==> src/rtl/run_mode_encoder_seq.sv <==
// rtl/run_mode_encoder_seq.sv - JPEG-LS run-mode encoder: RUNcnt/RUNindex state, hit/interruption/EOL codes
`timescale 1ns/1ps
module run_mode_encoder_seq #(
    parameter int RUNCNT_W = 16,
    parameter int RIDX_W   = 5,
    parameter int RIDX_MAX = 31,
    parameter int CODE_W   = 24,
    parameter int LEN_W    = 5
) (
    input  logic              clk,
    input  logic              reset,
    input  logic              frame_start,
    input  logic              pix_valid,
    output logic              pix_ready,
    input  logic              pix_first,
    input  logic              pix_match,
    input  logic              pix_eol,
    output logic [CODE_W-1:0] code_bits,
    output logic [LEN_W-1:0]  code_len,
    output logic              code_valid,
    input  logic              code_ready,
    output logic              run_done,
    output logic [RIDX_W-1:0] ri_index,
    output logic              run_eol
);

    typedef enum logic {IDLE, RUN} state_t;

    localparam logic [RUNCNT_W:0] CNT_ONE  = (RUNCNT_W+1)'(1);
    localparam logic [RIDX_W-1:0] IDX_MAX  = RIDX_W'(RIDX_MAX);
    localparam logic [RIDX_W-1:0] IDX_ONE  = RIDX_W'(1);

    state_t              state_q, state_d;
    logic [RUNCNT_W-1:0] run_cnt_q, run_cnt_d;
    logic [RIDX_W-1:0]   run_idx_q, run_idx_d;
    logic                accept;
    logic                emit;
    logic                ends_run;
    logic [CODE_W-1:0]   code_d;
    logic [LEN_W-1:0]    len_d;
    logic [3:0]          j_cur;
    logic [RUNCNT_W:0]   rg;
    logic [RUNCNT_W:0]   cnt_ext;
    logic [RUNCNT_W:0]   cnt_inc;

    // J table: four entries each for 0..3, pairs for 4..7, then one per index up to 15
    function automatic logic [3:0] j_of(input logic [RIDX_W-1:0] idx);
        int i;
        i = int'(idx);
        if (i < 4)       return 4'd0;
        else if (i < 8)  return 4'd1;
        else if (i < 12) return 4'd2;
        else if (i < 16) return 4'd3;
        else if (i < 24) return 4'(4 + (i - 16) / 2);
        else if (i < 32) return 4'(i - 16);
        else             return 4'd15;
    endfunction

    assign pix_ready = !code_valid || code_ready;
    assign accept    = pix_valid && pix_ready;

    always_comb begin
        state_d   = state_q;
        run_cnt_d = run_cnt_q;
        run_idx_d = run_idx_q;
        emit      = 1'b0;
        ends_run  = 1'b0;
        code_d    = '0;
        len_d     = '0;
        j_cur     = j_of(run_idx_q);
        rg        = CNT_ONE << j_cur;
        cnt_ext   = (pix_first || state_q == IDLE) ? '0 : {1'b0, run_cnt_q};
        cnt_inc   = cnt_ext + CNT_ONE;

        if (accept) begin
            if (pix_match) begin
                if (cnt_inc == rg) begin
                    emit      = 1'b1;
                    code_d    = CODE_W'(1);
                    len_d     = LEN_W'(1);
                    run_cnt_d = '0;
                    run_idx_d = (run_idx_q == IDX_MAX) ? run_idx_q : run_idx_q + IDX_ONE;
                end else begin
                    run_cnt_d = cnt_inc[RUNCNT_W-1:0];
                end
                // A partial run at end of line is flushed with a single '1'
                if (pix_eol) begin
                    ends_run  = 1'b1;
                    run_cnt_d = '0;
                    if (cnt_inc != rg) begin
                        emit   = 1'b1;
                        code_d = CODE_W'(1);
                        len_d  = LEN_W'(1);
                    end
                end
                state_d = pix_eol ? IDLE : RUN;
            end else begin
                emit      = 1'b1;
                ends_run  = 1'b1;
                code_d    = CODE_W'(cnt_ext & (rg - CNT_ONE));
                len_d     = LEN_W'(j_cur) + LEN_W'(1);
                run_cnt_d = '0;
                run_idx_d = (run_idx_q == '0) ? '0 : run_idx_q - IDX_ONE;
                state_d   = IDLE;
            end
        end

        // Frame start drops any beat offered in the same cycle
        if (frame_start) begin
            state_d   = IDLE;
            run_cnt_d = '0;
            run_idx_d = '0;
            emit      = 1'b0;
            ends_run  = 1'b0;
        end
    end

    always_ff @(posedge clk or posedge reset) begin
        if (reset) begin
            state_q    <= IDLE;
            run_cnt_q  <= '0;
            run_idx_q  <= '0;
            code_valid <= 1'b0;
            code_bits  <= '0;
            code_len   <= '0;
            run_done   <= 1'b0;
            ri_index   <= '0;
            run_eol    <= 1'b0;
        end else begin
            state_q   <= state_d;
            run_cnt_q <= run_cnt_d;
            run_idx_q <= run_idx_d;
            if (emit) begin
                code_valid <= 1'b1;
                code_bits  <= code_d;
                code_len   <= len_d;
            end else if (code_ready) begin
                code_valid <= 1'b0;
            end
            run_done <= ends_run;
            run_eol  <= ends_run && pix_match && pix_eol;
            if (ends_run && !pix_match) begin
                ri_index <= run_idx_q;
            end
        end
    end

endmodule

==> config.mk <==
export PLATFORM = sky130hd
export DESIGN_NAME = run_mode_encoder_seq
export DESIGN_NICKNAME = d
export VERILOG_FILES = /design/src/rtl/run_mode_encoder_seq.sv
export SDC_FILE = /design/constraint.sdc
export NUM_CORES = 1
export LEC_CHECK = 0
export CORE_MARGIN = 1
export CORE_UTILIZATION = 30
export DETAILED_ROUTE_END_ITERATION = 7
export GPL_ROUTABILITY_DRIVEN = 0
export SETUP_SLACK_MARGIN = 0.02
export SLEW_MARGIN = 20
export SYNTH_ARGS = -nofsm -noshare
export SYNTH_HDL_FRONTEND = slang
export SYNTH_SLANG_ARGS = --single-unit
==> constraint.sdc <==
create_clock -name clk -period 9.18 [get_ports clk]
set_clock_uncertainty 0.05 [all_clocks]
set_input_delay 1.836 -clock clk [delete_from_list [all_inputs] [get_ports clk]]
set_output_delay 1.836 -clock clk [all_outputs]
set_load 0.005 [all_outputs]
---- Word level (Yosys, flattened, before mapping) ----
Index checks and enable logic that the tools add are counted.
operators by class
  eq/ne operators ......................... 5
  bitwise gates (word level) .............. 3
  shifts and indexed selects .............. 1
  muxes and demuxes ....................... 43
  $lt $le $gt $ge ......................... 5
  reductions and logical operators ........ 12
  add/sub/neg operators ................... 8
operator list
  operator                 count
  $mux W16                 6
  $mux W24                 4
  $mux W5                  10
  $and A16 B24 Y24         1
  $mux W4                  5
  $mux W1                  18
  $sub A17 B1 Y18 const B  1
  $add A16 B1 Y17 const B  1
  $eq A17 B17 Y1           1
  $ne A17 B17 Y1           1
  $shl A1 B4 Y17 const A   1
  $lt A5 B4 Y1 const B     2
  $lt A5 B5 Y1 const B     2
  $sub A5 B5 Y6 const B    1
  $add A4 B1 Y5 const B    1
  $add A5 B1 Y5 const B    1
  $eq A5 B5 Y1 const B     1
  $logic_not A5 Y1         1
  $lt A5 B3 Y1 const B     1
  $sub A5 B1 Y5 const B    1
  $add A4 B1 Y4            1
  $add A4 B4 Y4 const A    1
  $logic_and A1 B1 Y1      4
  $reduce_bool A2 Y1       2
  7 further kinds          9
storage, ports and cells
  input port bits ......................... 8
  bits in registers ....................... 59
  word-level logic and storage cells ...... 86
  output and inout port bits .............. 38

---- Longest topological paths before layout ----
  depth after elaboration ................. 18
  depth in mapped cells ................... 19
  gate-level depth less buffers ........... 17

---- Least setup slack after synthesis ----
OpenSTA, ideal clock, no wires.
  path kind ............................... input-to-reg
  start point ............................. input pix_first
  end point ............................... register code_bits[10]
  slack ................................... 4.061 ns
  cell stages on the path ................. 15
  library setup time ...................... 0.125 ns
  required time ........................... 9.005 ns
  data arrival time ....................... 4.943 ns
  path buffers ............................ 3
  path through ............................ nor2b_1 > buf_2 > buf_2 > and2_1 > ha_1 > nand3_1 > nor4_1 > nand3_1 > xnor2_1 > a21o_1 > o21ai_1 > a21oi_2 > nand2b_4 > buf_6 > mux2_4
on the way
  cells in the longest elaborated chain, start to end .. 10
  elaborated cells on any way between the ends .. 14
  classes of those cells .................. add/sub: 1; eq/ne: 2; mux: 9; bitwise: 1; reduce/logical: 1
ends and longest elaborated chain
  what                    line  source
  start, declared         15    input logic pix_first,
  $logic_or A1 B1 Y1 (*)  72    cnt_ext = (pix_first || state_q == IDLE) ? '0 : {1'b0, run_cnt_q};
  $mux W16 (*)            72
  $add A16 B1 Y17         73    cnt_inc = cnt_ext + CNT_ONE;
  $eq A17 B17 Y1          77    if (cnt_inc == rg) begin
  $mux W1                 77
  $mux W1                 90    if (cnt_inc != rg) begin
  $mux W1                 87    if (pix_eol) begin
  $mux W1                 76    if (pix_match) begin
  $mux W1                 75    if (accept) begin
  $mux W1                 109   if (frame_start) begin
  end signal, assigned    135   code_bits <= code_d;
  end, declared           18    output logic [CODE_W-1:0] code_bits,
Mark *: on every way between the ends. The rest lies on a longest branch, timed or not.
A chain may end at the register's enable or synchronous reset.

---- Worst setup path after layout ----
  start point ............................. input pix_first
  end point ............................... register code_bits[9]
Same word-level chain as after synthesis.

==> flow_summary.yaml <==
clock_network:
  cts.repair.resized: 0
  cts-root-buf: "clkbuf_16"
  clockBufferDepth: 2
  numCtsBuffers: 5
  clock_sinks: 51
  clk-insertion-delay-late_ns: 0.29
  post_cts_buffers: 0
  cts_tree: "built"
  clkTransAtPathRegs_ns: 0.07
  htreeDepth: 2
  postCtsHoldBufs: 0
logic_synthesis:
  synth.most_common_cell: "nand2_1"
  synth_top_family_by_area: "simple AND/OR/NAND/NOR gates"
  synth_fa_ha_area_share_pct: 4.48
  ys_types: 63
  synth-xor-area-share_pct: 7.52
  synth_top_cells_by_count: "nand2_1 (60), dfrtp_1 (51), nor2_1 (30)"
  synth-edff-count: 0
  synth-compound-area-share_pct: 14.9
  ys.flop_type: "dfrtp_1"
  synthTopCellsByArea: "dfrtp_1 (33%), nand2_1 (5.8%), ha_1 (4.5%)"
  synth_top_area_share_pct: 32.6
  synthCells: 453
  yosys_warnings: 0
  synthSimpleGateAreaFrac_pct: 26.5
  ys_ff_latch: 51
  yosysSeqAreaShare_pct: 32.6
  async_reset_ff_share_pct: 100
  synth_top_cell_by_area: "dfrtp_1"
  syn_area_um2: 3910
  muxShareOfSynthArea_pct: 7.78
  synth.avg_cell_area_um2: 8.63
sta:
  hold_ws_ns: 0.431
  drv_slew: 0
  relSlewSlack_pct: 28.3
  setup_viol: 0
  tns_ns: 0
  rsz0062_at_grt: "false"
  tightest_slew_ns: 1.07
  finalHoldViolCount: 0
  postLayoutSetupSlackWorst_ns: 3.18
  clock.fmax_mhz: 167
  min_period_ns: 6.00
  period_share_pct: 65.3
power:
  p_leak_nw: 1.97
  ir_drop_mv: 0.0754
  p_per_area_nw_per_um2: 141
setup_path:
  rr_worst_depth: 15
  cp-endpoint: "code_bits[9]$_DFFE_PP0P_"
  criticalPathCategory: "primary input to flip-flop"
  r2r-start: "run_idx_q[4]$_DFFE_PP0P_"
  cp-start-kind: "primary input"
  endpoint_kind: "flip-flop"
  critPathRequiredTime_ns: 9.30
  critPathLaunch: "pix_first"
  cp_max_fo: 21
  arrival_ns: 6.11
  rrSetupSlack_ns: 4.14
  reg2reg_to: "code_bits[9]$_DFFE_PP0P_"
route:
  wl_met1_um: 4820
  firstDrtPassIters: 6
  drt_wl_total_um: 10800
  ant_nets: 0
  vias: 3532
  drt_iter0_drc: 271
  dr_wl_met2_um: 5070
  highest_layer: "met4"
  wl_per_cell_um: 16.7
  via_per_inst: 5.48
  met3_wirelength_um: 611
  drc_errors: 0
finish:
  n_fill_cell: 1314
  fin_nets: 494
  drive_gt1_share_pct: 8.25
  multi_input_area_um2: 2420
  final_area_um2: 4510
  antenna_cells: 0
  final_cells: 645
  area_growth_pct: 15.3
  regArea_um2: 1280
global_routing:
  antenna_found_initial: 0
  grt_pass1_vias: 3317
  grt_pass1_wl_um: 17600
  grt_max_degree: 52
  grt_usage_pct: 16.8
  grt-ovfl-total: 0
flow_run:
  cap_violations: 0
floorplanning:
  dieWidth_um: 116
  dieHeight_um: 116
  die_area_um2: 13500
  core_um2: 12700
  rows: 41
  initial_core_util_pct: 30.9
  io_pins: 46
placement:
  place_inst: 637
  dp_slack_ns: 2.96
  dp_hpwl_um: 7890
  placed_area_um2: 4350
  port_buffers: 37
run_status:
  status: "finished clean"
hold_path:
  hold_path.class: "flip-flop to flip-flop"
## sequential cells by signal (all words and copies together) (netlist names)
register    cells
code_bits      16
run_cnt_q      16
code_len        5
ri_index        5
run_idx_q       5
code_valid      1
run_done        1
run_eol         1
state_q         1
## final cells by class
cell class                      instances  area share (%)
Clock buffer                            8            3.47
Inverter                               16            1.36
Multi-Input combinational cell        360            53.7
Sequential cell                        51            28.3
Tap cell                              172            4.77
Timing Repair Buffer                   38            8.38
## per-stage QoR
| step | total power (W) | util, % |
|---|---|---|
| after CTS | 0.000641 | 35.6 |
| final | 0.000636 | 35.6 |
| after floorplan | 0.000387 | - |
| after global routing | 0.000674 | 35.6 |
| after detailed placement | 0.000437 | 34.3 |
| after global placement | 0.000435 | 34.3 |
## power breakdown
group	leakage [nW]	switching [W]	internal (W)
Clock	0.0772	0.0000835	0.000116
Combinational	1.19	0.000106	0.0000764
Sequential	0.698	0.0000163	0.000237
Total	1.97	0.000206	0.000430
## routing by layer
metal	vias up	track usage, %
li1	1650	-
met1	1717	22.7
met2	144	27.6
met3	21	2.54
met4	0	5.64
met5	-	0
## kinds of logic (layout without fill, tap and decap cells)
group           count (synthesis)  count (layout)
mux                            24              24
buf+inv                        49              62
other cells                     1               8
compound gates                 84              84
xor+xnor                       32              32
flops                          51              51
simple gates                  198             198
fa+ha+maj                      14              14
## how the worst min path moves through the flow
stage                                          from                         to  cells past startpoint
after floorplan             code_len[2]$_DFFE_PP0P_    code_len[2]$_DFFE_PP0P_                      1
after global placement      code_len[2]$_DFFE_PP0P_    code_len[2]$_DFFE_PP0P_                      1
after detailed placement  code_bits[15]$_DFFE_PP0P_  code_bits[15]$_DFFE_PP0P_                      1
after CTS                 code_bits[15]$_DFFE_PP0P_  code_bits[15]$_DFFE_PP0P_                      1
after global routing        code_len[1]$_DFFE_PP0P_    code_len[1]$_DFFE_PP0P_                      1
final                       code_len[1]$_DFFE_PP0P_    code_len[1]$_DFFE_PP0P_                      1
## worst max-delay path, stage by stage
cell	delay, ns
clkdlybuf4s50_1	0.47
nor2b_1	0.13
buf_4	0.23
and2_1	0.21
ha_1	0.27
nand3_1	0.26
nor4_1	0.57
nand3_1	0.23
xnor2_1	0.19
a21o_1	0.19
o21ai_1	0.52
a21oi_2	0.24
nand2b_4	0.35
mux2_1	0.41
## placed cells by master (no fill, tap or decap), types with 10 or more instances in the layout
cell type        count
dfrtp_1             51
clkdlybuf4s50_1     37
and3_1              17
xnor2_1             19
nand4_1             10
o21ai_0             15
nor3_1              15
nand3_1             18
nor2_1              30
a21oi_1             23
xor2_1              12
inv_1               15
ha_1                14
mux2_4              10
nand2_1             60
Power figures use the tool's default switching activity.
